**config.mk**
```make
export PLATFORM = sky130hd
export DESIGN_NAME = deserializer
export DESIGN_NICKNAME = d
export VERILOG_FILES = /design/src/rtl/deserializer.sv
export SDC_FILE = /design/constraint.sdc
export NUM_CORES = 1
export LEC_CHECK = 0
export CORE_ASPECT_RATIO = 0.9
export CORE_MARGIN = 3
export CORE_UTILIZATION = 45
export DETAILED_ROUTE_END_ITERATION = 12
export PLACE_DENSITY = 0.73
export SYNTH_ARGS = -nofsm -noshare
export SYNTH_HDL_FRONTEND = slang
export SYNTH_SLANG_ARGS = --single-unit
```
**constraint.sdc**
```tcl
create_clock -name clk_i -period 3.45 [get_ports clk_i]
set_input_delay 0.69 -clock clk_i [delete_from_list [all_inputs] [get_ports clk_i]]
set_output_delay 0.69 -clock clk_i [all_outputs]
set_load 0.02 [all_outputs]
```
**src/rtl/deserializer.sv**
```systemverilog
// Reassembles the serializer's bit stream into a parallel word plus bit-count modifier.
// Optional macro DESER_LSB_FIRST_EN: first bit lands at data_o[0] (right-aligned) instead of MSB-first.
module deserializer #(
    parameter int WIDTH = 16,
    parameter int MOD_W = 4
) (
    input  logic             clk_i,
    input  logic             srst_i,
    input  logic             ser_data_i,
    input  logic             ser_data_val_i,
    input  logic             ser_busy_i,
    output logic [WIDTH-1:0] data_o,
    output logic [MOD_W-1:0] data_mod_o,
    output logic             data_val_o,
    output logic             busy_o
);

    typedef enum logic {IDLE, COLLECT} state_t;

    localparam logic [MOD_W-1:0] TOP_IDX = MOD_W'(WIDTH - 1);
    localparam logic [MOD_W:0]   FULL    = (MOD_W+1)'(WIDTH);
    localparam logic [MOD_W:0]   MIN_CNT = (MOD_W+1)'(3);

    state_t             state_q, state_d;
    logic [WIDTH-1:0]   shift_q, shift_d;
    logic [MOD_W:0]     cnt_q, cnt_d;
    logic [WIDTH-1:0]   data_q, data_d;
    logic [MOD_W-1:0]   mod_q, mod_d;
    logic               val_q, val_d;

    logic               capture;
    logic [MOD_W:0]     base_cnt;
    logic [MOD_W:0]     new_cnt;
    logic [MOD_W-1:0]   pos;
    logic [WIDTH-1:0]   new_shift;
    logic               fin;
    logic [WIDTH-1:0]   fin_data;
    logic [MOD_W:0]     fin_cnt;

    assign capture  = ser_busy_i & ser_data_val_i;
    // A frame always starts from an empty register, even when IDLE lasts zero cycles.
    assign base_cnt = (state_q == IDLE) ? '0 : cnt_q;
    assign new_cnt  = base_cnt + 1'b1;

`ifdef DESER_LSB_FIRST_EN
    assign pos = base_cnt[MOD_W-1:0];
`else
    assign pos = TOP_IDX - base_cnt[MOD_W-1:0];
`endif

    always_comb begin
        new_shift      = (state_q == IDLE) ? '0 : shift_q;
        new_shift[pos] = ser_data_i;
    end

    always_comb begin
        state_d  = state_q;
        shift_d  = shift_q;
        cnt_d    = cnt_q;
        data_d   = data_q;
        mod_d    = mod_q;
        val_d    = 1'b0;
        fin      = 1'b0;
        fin_data = shift_q;
        fin_cnt  = cnt_q;

        case (state_q)
            IDLE: begin
                if (capture) begin
                    shift_d = new_shift;
                    cnt_d   = new_cnt;
                    state_d = COLLECT;
                end
            end
            COLLECT: begin
                if (!ser_busy_i) begin
                    fin = 1'b1;
                end else if (ser_data_val_i) begin
                    if (new_cnt == FULL) begin
                        fin      = 1'b1;
                        fin_data = new_shift;
                        fin_cnt  = new_cnt;
                    end else begin
                        shift_d = new_shift;
                        cnt_d   = new_cnt;
                    end
                end
            end
            default: state_d = IDLE;
        endcase

        if (fin) begin
            state_d = IDLE;
            shift_d = '0;
            cnt_d   = '0;
            // 1- and 2-bit frames are dropped silently, mirroring the serializer.
            if (fin_cnt >= MIN_CNT) begin
                data_d = fin_data;
                mod_d  = fin_cnt[MOD_W-1:0];
                val_d  = 1'b1;
            end
        end
    end

    always_ff @(posedge clk_i) begin
        if (!srst_i) begin
            state_q <= IDLE;
            shift_q <= '0;
            cnt_q   <= '0;
            data_q  <= '0;
            mod_q   <= '0;
            val_q   <= 1'b0;
        end else begin
            state_q <= state_d;
            shift_q <= shift_d;
            cnt_q   <= cnt_d;
            data_q  <= data_d;
            mod_q   <= mod_d;
            val_q   <= val_d;
        end
    end

    assign data_o     = data_q;
    assign data_mod_o = mod_q;
    assign data_val_o = val_q;
    assign busy_o     = (state_q == COLLECT);

endmodule

```
==> results.yml <==
grt:
  grt_antenna_before_repair: 0
  first_global_vias: 1757
  grt_max_degree: 30
  grt_pass1_wl_um: 8560
  overflow: 0
  grt.total_usage_pct: 18.8
layout:
  area_delta_synth_final_pct: 16.5
  finalNetCount: 287
  antenna_cells: 0
  num-fill-cells: 444
  drive_gt1_share_pct: 8.27
floorplan:
  die-width_um: 80.3
  core_area_um2: 4600
  fp.dieH_um: 72.8
  initial_core_util_pct: 48.5
  rows: 23
  die-area_um2: 5850
  io_pins: 27
clock_tree:
  clock-sinks: 43
  cts_setup_buffers: 0
  cts_buffer_depth: 2
  cts_made_buffers: 5
  cts_tree: "built"
  cts_resized: 0
  htree_levels: 2
  clk_pin_slew_ns: 0.08
  clkLatencyLatePin_ns: 0.30
  root_buffer: "clkbuf_8"
  ctsHoldBuffers: 0
synth:
  synth_area_um2: 2230
  syn_inst: 258
  synth_fp_nets: 268
  yosysMostFrequentCell: "dfxtp_1"
  synth_top_area_share_pct: 38.5
  ys_ff_latch: 43
  synthArstFlopShare_pct: 0
  netlist-cell-type-count: 38
  ys_warn_count: 0
  ys_seq_area_share_pct: 38.5
  ys_top_cells_by_count: "43 x dfxtp_1, 34 x nand2_1, 24 x a21oi_1"
  yosys-top-cells-area: "dfxtp_1 39%, mux2i_1 10%, nand2_1 5.7%"
  synth_ff_type: "dfxtp_1"
  synth_edf_count: 0
  yosysTopAreaCell: "dfxtp_1"
  syn_avg_cell_area_um2: 8.66
sta:
  timing.final.crit_share_pct: 77.1
  max-slew-margin-rel_pct: 55.9
  timing.setup.tns_ns: 0
  hold_violations: 0
  worst_pin_slew_ns: 0.660
  holdWs_ns: 0.472
  setup_viol: 0
  max_freq_mhz: 376
  finalMaxSlewViolations: 0
  fin_crit_ns: 2.66
  rsz0062_at_grt: "false"
  finClkSkew_ns: 0.00407
setup_path:
  start_kind: "register"
  cp-end-kind: "register"
  r2r_start: "cnt_q[0]"
  r2r-end: "data_o[15]"
  crit_required_ns: 3.68
  rrSetupSlack_ns: 0.79
  r2r_cells: 7
  worstPathArrival_ns: 2.89
  critical_path_class: "register to register"
  worstPathMaxFanout: 14
route:
  dr.pass1.iters: 4
  routed.top_layer: "met4"
  wl_met1_um: 2480
  remaining_drc_errors: 0
  met2_length_um: 2170
  viasPerCell: 5.42
  vias: 1843
  wl_met3_um: 252
  ant_nets: 0
  wl_per_cell_um: 14.6
  wl_um: 4960
  drtIter0Drc: 106
hold_path:
  hold_end: "data_o[14]"
  hold_class: "register to register"
  min_from: "data_o[14]"
  hold_depth: 2
placed_design:
  gp_congestion: 0.854
  hpwl_um: 3150
  portBuffers: 26
pwr:
  power_leakage_nw: 0.986
  p_per_area_nw_per_um2: 344
  total_power_mw: 0.894
  ir_drop_v: 0.000252
status:
  status: "completed"
flow_run:
  max_cap_viol_count: 0
metal layers:
metal | vias to the layer above | GRT usage (%)
met5 | - | 0
met2 | 45 | 28.0
met3 | 6 | 3.83
li1 | 937 | -
met4 | 0 | 6.57
met1 | 855 | 26.9
worst max-delay path, cell delays in order (launching register included):
cell	delay [ns]
dfxtp_1	0.46
and2_1	0.28
ha_1	0.43
xnor2_1	0.18
and3_1	0.33
nand4_4	0.34
mux2_1	0.42
o22ai_1	0.15
cell type report:
| class | count | area, µm² | area share [%] |
|---|---|---|---|
| multi-input combinational | 188 | 1250 | 47.9 |
| sequential | 43 | 861 | 33.1 |
| timing repair buffer | 32 | 305 | 11.7 |
| tap | 62 | 77.6 | 2.98 |
| clock buffer | 6 | 72.6 | 2.79 |
| inverter | 7 | 26.3 | 1.01 |
| clock inverter | 2 | 12.5 | 0.481 |
registers in the layout (all words and copies together) (netlist names):
signal,cells
data_o,16
shift_q,16
cnt_q,5
data_mod_o,4
busy_o,1
data_val_o,1
per-stage QoR:
| stage | cells | instance area, µm² | setup WS [ns] | utilization [%] |
|---|---|---|---|---|
| after floorplan | 258 | 2230 | 0.808 | - |
| after CTS | 340 | 2600 | 0.801 | 56.5 |
| after detailed placement | 332 | 2520 | 0.827 | 54.6 |
| after global placement | 332 | 2520 | 0.820 | 54.6 |
| after global routing | 340 | 2600 | 0.552 | 56.5 |
| final | 340 | 2600 | 0.789 | 56.5 |
placed cells by master (no fill, tap or decap), drive strengths merged, types with 5 or more instances in the layout:
cell type | netlist | routed
clkdlybuf4s50 | 0 | 26
a21boi | 6 | 6
inv | 7 | 7
dfxtp | 43 | 43
a21oi | 25 | 25
nor2 | 10 | 10
nor2b | 17 | 17
clkbuf | 8 | 6
nand2 | 34 | 34
ha | 5 | 5
o21ai | 18 | 18
nand3 | 10 | 10
a211oi | 6 | 6
buf | 12 | 6
mux2i | 23 | 23
report_power, final:
part | internal (mW) | switching (mW)
combinational | 0.0262 | 0.0415
sequential | 0.500 | 0.00558
clock | 0.142 | 0.178
total | 0.668 | 0.225
how the worst max path moves through the flow:
stage          cells past startpoint  startpoint  slack, ns            end
2_1_floorplan                     12      busy_o       0.81     data_o[10]
3_3_place_gp                       7  ser_busy_i       0.82  data_mod_o[1]
3_5_place_dp                       7    cnt_q[0]       0.83     data_o[15]
4_1_cts                            7    cnt_q[0]       0.80     data_o[14]
5_1_grt                            8    cnt_q[0]       0.55       cnt_q[4]
6_report                           7    cnt_q[0]       0.79     data_o[15]
cell families (layout without fill, tap and decap cells):
family,after synthesis,in the layout,share of synthesized area (%)
mux,26,26,11.8
compound gates,72,72,21.6
simple gates,82,82,18.4
buf+inv,27,47,5.66
xor+xnor,3,3,1.18
flops,43,43,38.5
fa+ha+maj,5,5,2.80
(Power assumes the default switching activity.)
